### src/rtl/sc_alu_cc.sv
// Multi-cycle integer execute unit with N/Z/V/C generation and status-register write port.
// Latency: 2 cycles accept-to-done for ALU ops, 2 + shamt cycles for shifts.
// Optional ADDX/SUBX opcodes (1000/1001) when SC_ALUCC_ADDX_EN is defined.
module sc_alu_cc #(
  parameter int DATA_WIDTH  = 32,
  parameter int SHAMT_WIDTH = 5
) (
  input  logic                  SC_AluCc_CLOCK_50,
  input  logic                  SC_AluCc_RESET_InHigh,
  input  logic                  SC_AluCc_start,
  input  logic [3:0]            SC_AluCc_op,
  input  logic [DATA_WIDTH-1:0] SC_AluCc_a,
  input  logic [DATA_WIDTH-1:0] SC_AluCc_b,
  input  logic                  SC_AluCc_set_cc,
  input  logic                  SC_AluCc_carry_in,
  output logic                  SC_AluCc_busy,
  output logic                  SC_AluCc_done,
  output logic [DATA_WIDTH-1:0] SC_AluCc_result,
  output logic                  SC_AluCc_Psr_Write_InLow,
  output logic                  SC_AluCc_negativo,
  output logic                  SC_AluCc_cero,
  output logic                  SC_AluCc_overflow,
  output logic                  SC_AluCc_carry
);

  typedef enum logic [1:0] {IDLE, EXEC, SHIFT, WRITE} state_t;

  localparam logic [3:0] OP_ADD  = 4'b0000;
  localparam logic [3:0] OP_SUB  = 4'b0001;
  localparam logic [3:0] OP_AND  = 4'b0010;
  localparam logic [3:0] OP_OR   = 4'b0011;
  localparam logic [3:0] OP_XOR  = 4'b0100;
  localparam logic [3:0] OP_SLL  = 4'b0101;
  localparam logic [3:0] OP_SRL  = 4'b0110;
  localparam logic [3:0] OP_SRA  = 4'b0111;
  localparam logic [3:0] OP_ADDX = 4'b1000;
  localparam logic [3:0] OP_SUBX = 4'b1001;

  localparam int MSB = DATA_WIDTH - 1;

  state_t                 state, state_nxt;
  logic [3:0]             op_q;
  logic [DATA_WIDTH-1:0]  a_q, b_q;
  logic                   set_cc_q;
  logic [DATA_WIDTH-1:0]  sh_q, sh_nxt;
  logic                   sh_out;
  logic [SHAMT_WIDTH-1:0] cnt_q;
  logic [SHAMT_WIDTH-1:0] shamt;
  logic                   is_shift;
  logic                   xcin;
  logic [DATA_WIDTH:0]    sum, diff;
  logic [DATA_WIDTH-1:0]  alu_res, fin_res;
  logic                   alu_c, alu_v, fin_c, fin_v;

  assign shamt    = b_q[SHAMT_WIDTH-1:0];
  assign is_shift = op_q inside {OP_SLL, OP_SRL, OP_SRA};

`ifdef SC_ALUCC_ADDX_EN
  logic cin_q;
  // Extended-precision ops fold the latched status carry into the add/sub chain.
  assign xcin = (op_q == OP_ADDX || op_q == OP_SUBX) & cin_q;
`else
  logic unused_cin;
  assign unused_cin = SC_AluCc_carry_in;
  assign xcin       = 1'b0;
`endif

  // One extra bit catches carry-out of the add and borrow of the subtract.
  assign sum  = {1'b0, a_q} + {1'b0, b_q} + {{DATA_WIDTH{1'b0}}, xcin};
  assign diff = {1'b0, a_q} - {1'b0, b_q} - {{DATA_WIDTH{1'b0}}, xcin};

  // Single-cycle ALU result and V/C; shifts and unknown codes pass A with V=C=0.
  always_comb begin
    alu_res = a_q;
    alu_c   = 1'b0;
    alu_v   = 1'b0;
    case (op_q)
`ifdef SC_ALUCC_ADDX_EN
      OP_ADD, OP_ADDX: begin
`else
      OP_ADD: begin
`endif
        alu_res = sum[MSB:0];
        alu_c   = sum[DATA_WIDTH];
        alu_v   = (a_q[MSB] == b_q[MSB]) && (sum[MSB] != a_q[MSB]);
      end
`ifdef SC_ALUCC_ADDX_EN
      OP_SUB, OP_SUBX: begin
`else
      OP_SUB: begin
`endif
        alu_res = diff[MSB:0];
        alu_c   = diff[DATA_WIDTH];
        alu_v   = (a_q[MSB] != b_q[MSB]) && (diff[MSB] != a_q[MSB]);
      end
      OP_AND:  alu_res = a_q & b_q;
      OP_OR:   alu_res = a_q | b_q;
      OP_XOR:  alu_res = a_q ^ b_q;
      default: alu_res = a_q;
    endcase
  end

  // One-bit shift step and the bit it pushes out.
  always_comb begin
    sh_nxt = sh_q;
    sh_out = 1'b0;
    case (op_q)
      OP_SLL: begin
        sh_nxt = {sh_q[MSB-1:0], 1'b0};
        sh_out = sh_q[MSB];
      end
      OP_SRL: begin
        sh_nxt = {1'b0, sh_q[MSB:1]};
        sh_out = sh_q[0];
      end
      default: begin
        sh_nxt = {sh_q[MSB], sh_q[MSB:1]};
        sh_out = sh_q[0];
      end
    endcase
  end

  // Next state plus the value to be published when entering WRITE.
  always_comb begin
    state_nxt = state;
    fin_res   = alu_res;
    fin_c     = alu_c;
    fin_v     = alu_v;
    case (state)
      IDLE:  if (SC_AluCc_start) state_nxt = EXEC;
      // A zero-count shift publishes A with C=0, which the ALU default already gives.
      EXEC:  state_nxt = (is_shift && shamt != '0) ? SHIFT : WRITE;
      SHIFT: begin
        fin_res = sh_nxt;
        fin_c   = sh_out;
        fin_v   = 1'b0;
        if (cnt_q == SHAMT_WIDTH'(1)) state_nxt = WRITE;
      end
      WRITE: state_nxt = IDLE;
      default: state_nxt = IDLE;
    endcase
  end

  // State register.
  always_ff @(posedge SC_AluCc_CLOCK_50 or posedge SC_AluCc_RESET_InHigh) begin
    if (SC_AluCc_RESET_InHigh) state <= IDLE;
    else                       state <= state_nxt;
  end

  // Operand capture at accept and the serial shifter datapath.
  always_ff @(posedge SC_AluCc_CLOCK_50 or posedge SC_AluCc_RESET_InHigh) begin
    if (SC_AluCc_RESET_InHigh) begin
      op_q     <= '0;
      a_q      <= '0;
      b_q      <= '0;
      set_cc_q <= 1'b0;
      sh_q     <= '0;
      cnt_q    <= '0;
`ifdef SC_ALUCC_ADDX_EN
      cin_q    <= 1'b0;
`endif
    end else begin
      if (state == IDLE && SC_AluCc_start) begin
        op_q     <= SC_AluCc_op;
        a_q      <= SC_AluCc_a;
        b_q      <= SC_AluCc_b;
        set_cc_q <= SC_AluCc_set_cc;
`ifdef SC_ALUCC_ADDX_EN
        cin_q    <= SC_AluCc_carry_in;
`endif
      end
      if (state == EXEC) begin
        sh_q  <= a_q;
        cnt_q <= shamt;
      end
      if (state == SHIFT) begin
        sh_q  <= sh_nxt;
        cnt_q <= cnt_q - SHAMT_WIDTH'(1);
      end
    end
  end

  // Result and flags load on entry to WRITE so they are valid with done, then hold.
  always_ff @(posedge SC_AluCc_CLOCK_50 or posedge SC_AluCc_RESET_InHigh) begin
    if (SC_AluCc_RESET_InHigh) begin
      SC_AluCc_result   <= '0;
      SC_AluCc_negativo <= 1'b0;
      SC_AluCc_cero     <= 1'b0;
      SC_AluCc_overflow <= 1'b0;
      SC_AluCc_carry    <= 1'b0;
    end else if (state != WRITE && state_nxt == WRITE) begin
      SC_AluCc_result   <= fin_res;
      SC_AluCc_negativo <= fin_res[MSB];
      SC_AluCc_cero     <= (fin_res == '0);
      SC_AluCc_overflow <= fin_v;
      SC_AluCc_carry    <= fin_c;
    end
  end

  assign SC_AluCc_busy            = (state != IDLE);
  assign SC_AluCc_done            = (state == WRITE);
  assign SC_AluCc_Psr_Write_InLow = !(state == WRITE && set_cc_q);

endmodule

### config.mk
export PLATFORM = sky130hd
export DESIGN_NAME = sc_alu_cc
export DESIGN_NICKNAME = d
export VERILOG_FILES = /design/src/rtl/sc_alu_cc.sv
export SDC_FILE = /design/constraint.sdc
export NUM_CORES = 1
export LEC_CHECK = 0
export ABC_AREA = 1
export BUFFER_PORTS_ARGS = -buffer_cell sky130_fd_sc_hd__buf_2
export CELL_PAD_IN_SITES_DETAIL_PLACEMENT = 1
export CELL_PAD_IN_SITES_GLOBAL_PLACEMENT = 1
export CORE_ASPECT_RATIO = 1.5
export CORE_MARGIN = 5
export CORE_UTILIZATION = 43
export CTS_CLUSTER_SIZE = 8
export DETAILED_ROUTE_END_ITERATION = 10
export PLACE_DENSITY = 0.78
export SYNTH_ARGS = -nofsm -noshare
export SYNTH_HDL_FRONTEND = slang
export SYNTH_SLANG_ARGS = --single-unit
### constraint.sdc
create_clock -name SC_AluCc_CLOCK_50 -period 6.2 [get_ports SC_AluCc_CLOCK_50]
set_clock_uncertainty 0.2 [all_clocks]
set_input_delay 0.62 -clock SC_AluCc_CLOCK_50 [delete_from_list [all_inputs] [get_ports SC_AluCc_CLOCK_50]]
set_output_delay 0.62 -clock SC_AluCc_CLOCK_50 [all_outputs]
set_load 0.05 [all_outputs]
### Word level (Yosys, flattened, before mapping)

Index checks and enable logic that the tools add are counted.

| word-level totals | value |
|---|---|
| register bits | 144 |
| latch bits | 0 |
| memory bits (writable) | 0 |
| bits in read-only memories | 0 |
| input bits | 73 |
| output and inout bits | 39 |
| logic and storage cells | 65 |
| memories | 0 |

| operators by class | value |
|---|---|
| add/sub/neg operators | 3 |
| multipliers | 0 |
| div/mod/pow operators | 0 |
| magnitude comparators | 0 |
| equality and inequality tests | 17 |
| shifts and indexed selects | 0 |
| muxes and demuxes | 16 |
| bitwise gates (word level) | 3 |
| reductions and logical operators | 14 |

Operators with widths:

| cell | count |
|---|---|
| $pmux 32 s5 | 1 |
| $mux 32 | 3 |
| $pmux 32 s2 | 1 |
| $add 32x32->33 | 1 |
| $sub 32x32->33 | 1 |
| $and 32x32->32 | 1 |
| $logic_not 32->1 | 1 |
| $or 32x32->32 | 1 |
| $xor 32x32->32 | 1 |
| $eq 4x3->1 const B | 4 |
| $mux 5 | 2 |
| $eq 4x2->1 const B | 2 |
| $pmux 2 s4 | 1 |
| $eq 2x2->1 const B | 3 |
| $logic_and 1x1->1 | 6 |
| $eq 5x1->1 const B | 1 |
| $reduce_bool 5->1 | 1 |
| $sub 5x1->5 const B | 1 |
| $eq 4x1->1 const B | 1 |
| $logic_not 4->1 | 1 |
| $mux 1 | 4 |
| $mux 2 | 2 |
| $pmux 1 s2 | 2 |
| $reduce_bool 2->1 | 2 |
| 7 further kinds | 9 |

### Logic depth before layout (Yosys ltp)

| depth | value |
|---|---|
| depth after elaboration | 7 |
| gate-level depth with buffers | 22 |
| mapped depth without buffers | 22 |

### Worst setup path before layout

Ideal clock, no wire load.

| timing | value |
|---|---|
| kind | reg-to-reg |
| start point | reg a_q[0] |
| end point | reg SC_AluCc_cero |
| library setup time | 0.066 ns |
| data arrival time | 2.280 ns |
| data required time | 5.934 ns |
| path slack | 3.655 ns |
| cell stages (with the launch flop) | 18 |
| path buffers | 0 |
| period minus slack after synthesis | 2.545 ns |
| cell sequence | dfrtp_1 ha_1 fa_1 nand2_1 nand2_1 nand3_1 nand2_1 nand2_1 nand2_2 a21oi_1 nand2_1 nand3_1 nand3_1 a21oi_1 nand3_1 nor2_1 nand3_1 nand2_1 |

| between the ends | value |
|---|---|
| longest elaborated chain between the ends | 4 |
| elaborated cells on any way between the ends | 8 |
| those cells by class | add/sub: 2; mux: 2; bitwise: 3; reduce/logical: 1 |

RTL lines:

| what | line | RTL |
|---|---|---|
| start, declared | 43 | `logic [DATA_WIDTH-1:0] a_q, b_q;` |
| start signal, assigned | 165 | `a_q <= SC_AluCc_a;` |
| $sub 32x32->33 (tied with other cells) | 70 | `assign diff = {1'b0, a_q} - {1'b0, b_q} - {{DATA_WIDTH{1'b0}}, xcin};` |
| $pmux 32 s5 * | 77 | `case (op_q)` |
| $mux 32 * | 129 | `case (state)` |
| $logic_not 32->1 * | 194 | `SC_AluCc_cero <= (fin_res == '0);` |
| end signal, assigned | 194 |  |
| end, declared | 21 | `output logic SC_AluCc_cero,` |

Every way passes the cells marked *; elsewhere a longest branch is shown, timed or not.
A chain may end at the register's enable or synchronous reset.

### Final worst setup path

| timing | value |
|---|---|
| start point | reg op_q[0] |
| end point | reg SC_AluCc_cero |

| between the ends | value |
|---|---|
| longest elaborated chain between the ends | 7 |
| elaborated cells on any way between the ends | 18 |
| those cells by class | eq/ne: 8; mux: 5; reduce/logical: 5 |

RTL lines:

| what | line | RTL |
|---|---|---|
| start, declared | 42 | `logic [3:0] op_q;` |
| start signal, assigned | 164 | `op_q <= SC_AluCc_op;` |
| $eq 4x3->1, on equally long branches | 56, 107 |  |
| $reduce_bool 3->1 | 56 | `assign is_shift = op_q inside {OP_SLL, OP_SRL, OP_SRA};` |
| $logic_and 1x1->1 | 132 | `EXEC: state_nxt = (is_shift && shamt != '0) ? SHIFT : WRITE;` |
| $mux 1 | 132 |  |
| $pmux 2 s4 | 129 |  |
| $eq 2x2->1 | 191 | `end else if (state != WRITE && state_nxt == WRITE) begin` |
| $logic_and 1x1->1 | 191 |  |

Parallel ways exist; a longest one is shown, timed or not.

==> results_dict.tcl <==
set metrics [dict create \
    outcome "finished clean" \
    setup_viol 0 \
    n_antenna_cell 0 \
    die_area_mm2 0.0340 \
    drc 0 \
    cp.arrival_ps 4180 \
    critPathKind "register to register" \
    antenna_found_initial 1 \
    r2r_start "op_q[0]$_DFFE_PP0P_" \
    multi_input_area_mm2 0.00781 \
    vias 14400 \
    cts_tree "built" \
    maxCapViolCount 0 \
    worstMarginPinSlew_ps 1100 \
    ys_warn_count 0 \
    gp_congestion 1.03 \
    syn_area_mm2 0.0131 \
    critical_path.endpoint_type "register" \
    portBuffers 110 \
    clk-insertion-delay-late_ps 440 \
    die_height_um 223 \
    cts_max_level 4 \
    final_antenna_net_count 0 \
    design.portCount 112 \
    synth_nets 2262 \
    grt_pass1_wl_mm 88.0 \
    cts_resized 0 \
    drt_iter0_drc 843 \
    fin_setup_tns_ps 0 \
    pre_cts_slack_ps 2330 \
    first_global_vias 15100 \
    fillers 4156 \
    slew_headroom_pct 26.6 \
    cts_inserted_buffers 17 \
    syn2layout_area_growth_pct 9.89 \
    wl_per_cell_um 22.9 \
    layout_setup_ws_ps 2200 \
    synth-main-ff-cell "dfrtp_1" \
    initial_core_util_pct 43.3 \
    clk_path_buf_depth 2 \
    clock_sinks 143 \
    clock.fmax_ghz 0.250 \
    cts_root_buf "clkbuf_16" \
    layout.nets 2319 \
    synth-async-reset-ratio_pct 100 \
    synth_cells 2076 \
    crit_required_ps 6380 \
    drtPass1Iterations 5 \
    fin_crit_ps 4000 \
    crit_chain "nor2_4 > nand2_2 > nand2_2 > inv_2 > a211oi_1 > nand3_1 > a21oi_1 > nand2_1 > nor2_1 > nand3_1 > nand2_1" \
    hpwl_mm 45.8 \
    layout.area.seq_mm2 0.00358 \
    rsz0062_at_grt "false" \
    avgSynthCellArea_um2 6.29 \
    post-route-period-util_pct 64.6 \
    cp_max_fo 25 \
    path_clk_slew_ps 70 \
    yosysUniqueCellTypes 49 \
    grt_start_max_net_pins 76 \
    finalHoldViolations 0 \
    post_cts_buffers 0 \
    die_w_um 152 \
    rrSetupSlack_ps 2200 \
    drt-total-wl_mm 58.2 \
    gr-usage-all-layers_pct 33.7 \
    synth_edf_count 0 \
    seq_area_frac_synth_pct 27.4 \
    ys_seq_elements 143 \
    holdBufCountCts 0 \
    r2r_cells 11 \
    crit_path_top_delay_cell "a211oi_1" \
    coreArea_mm2 0.0302 \
    drive_above_1_share_pct 9.23 \
    hp-class "input port to asynchronous set/reset pin" \
    overflow 0 \
    startpoint_type "register" \
    avgViaCountPerCell 5.65 \
    max_stage_delay_ps 770 \
    timing.rr.end "SC_AluCc_cero$_DFFE_PP0P_" \
    num_rows 78 \
    maxSlewViolCount 0 \
]
worst max path at each step:
stage	start	to	slack, ps	depth (start not counted)
finish	op_q[0]$_DFFE_PP0P_	SC_AluCc_cero$_DFFE_PP0P_	2200	11
global route	state[0]$_DFF_PP0_	SC_AluCc_cero$_DFFE_PP0P_	1990	15
CTS	state[0]$_DFF_PP0_	SC_AluCc_cero$_DFFE_PP0P_	2280	15
detailed placement	state[0]$_DFF_PP0_	SC_AluCc_cero$_DFFE_PP0P_	2330	15
global placement	state[0]$_DFF_PP0_	SC_AluCc_cero$_DFFE_PP0P_	2490	15
floorplan	SC_AluCc_RESET_InHigh	SC_AluCc_carry$_DFFE_PP0P_	1540	1
area by class of cell:
class                      instances  area share [%]
clock buffer                      18            3.06
sequential                       143            24.9
multi-input combinational       1511            54.4
clock inverter                    13           0.724
tap                              400            3.49
inverter                         336            8.82
timing repair buffer             124            4.57
registers in the layout, indices dropped and copies added, names as in the netlist:
signal	count
sh_q	32
SC_AluCc_carry	1
a_q	32
b_q	32
set_cc_q	1
state	2
SC_AluCc_cero	1
SC_AluCc_result	32
op_q	4
cnt_q	5
SC_AluCc_overflow	1
cell usage after synthesis (all sizes together) (3+ instances only):
library cell	instances	area (um^2)
buf	43	259
clkbuf	43	161
and2	4	25.0
a211oi	17	128
nand2	536	2060
a21oi	187	955
a221oi	3	26.3
ha	111	1390
a22oi	10	75.1
nor3	16	85.1
o22a	7	61.3
o21bai	6	45.0
nand4	18	113
nand3	171	866
inv	335	1260
o21ai	140	701
o22ai	21	131
dfrtp	143	3580
nor2	240	931
metrics by stage:
step                      cell area, um^2  hold WS, ps  utilization (%)  std cells
after floorplan                     13100          268                -       2076
after global placement              13800          256             45.8       2514
after detailed placement            13800          254             45.8       2514
after CTS                           14400         94.7             47.6       2545
after global routing                14400          144             47.6       2545
final                               14400         76.5             47.6       2545
kinds of logic after synthesis:
kind of cell / synth area share, %
compound gates: 17.0
xor+xnor: 0.134
fa+ha+maj: 10.9
buf+inv: 12.9
flops: 27.4
mux: 0.0862
simple gates: 31.5
layout by cell type (no fill, tap or decap), types with 5 or more instances in the layout:
| cell | instances |
|---|---|
| a211oi_1 | 17 |
| nand2_2 | 15 |
| inv_2 | 7 |
| a21oi_1 | 182 |
| nor2_1 | 232 |
| a22oi_1 | 10 |
| nor3_1 | 15 |
| o21ai_0 | 135 |
| inv_1 | 327 |
| dfrtp_1 | 143 |
| nand2_1 | 519 |
| o21ai_1 | 5 |
| o22a_1 | 7 |
| o22ai_1 | 21 |
| o21bai_1 | 6 |
| buf_4 | 14 |
| nor2_2 | 6 |
| clkbuf_16 | 17 |
| a21oi_2 | 5 |
| inv_6 | 6 |
| ha_1 | 111 |
| buf_2 | 110 |
| nand3_1 | 169 |
| nand4_1 | 18 |
metal layers:
metal	routed length [um]	GRT usage [%]	part of all wire, %	vias to the layer above
li1	-	-	-	6734
met1	21100	35.5	36	7017
met2	30100	62.0	52	444
met3	2340	4.15	4.0	181
met4	4670	23.0	8.0	0
met5	0	0	0	-
worst max-delay path, delay by kind of cell, from the launching register on:
kind / cells / cell delay, ps
and+or+nand+nor: 8 / 1740
AOI/OAI and AO/OA: 2 / 1130
DFF: 1 / 440
buffers and inverters: 1 / 410
Power is not shown: default switching activity piles up to over one toggle a cycle in this logic, so the estimate is an artifact.
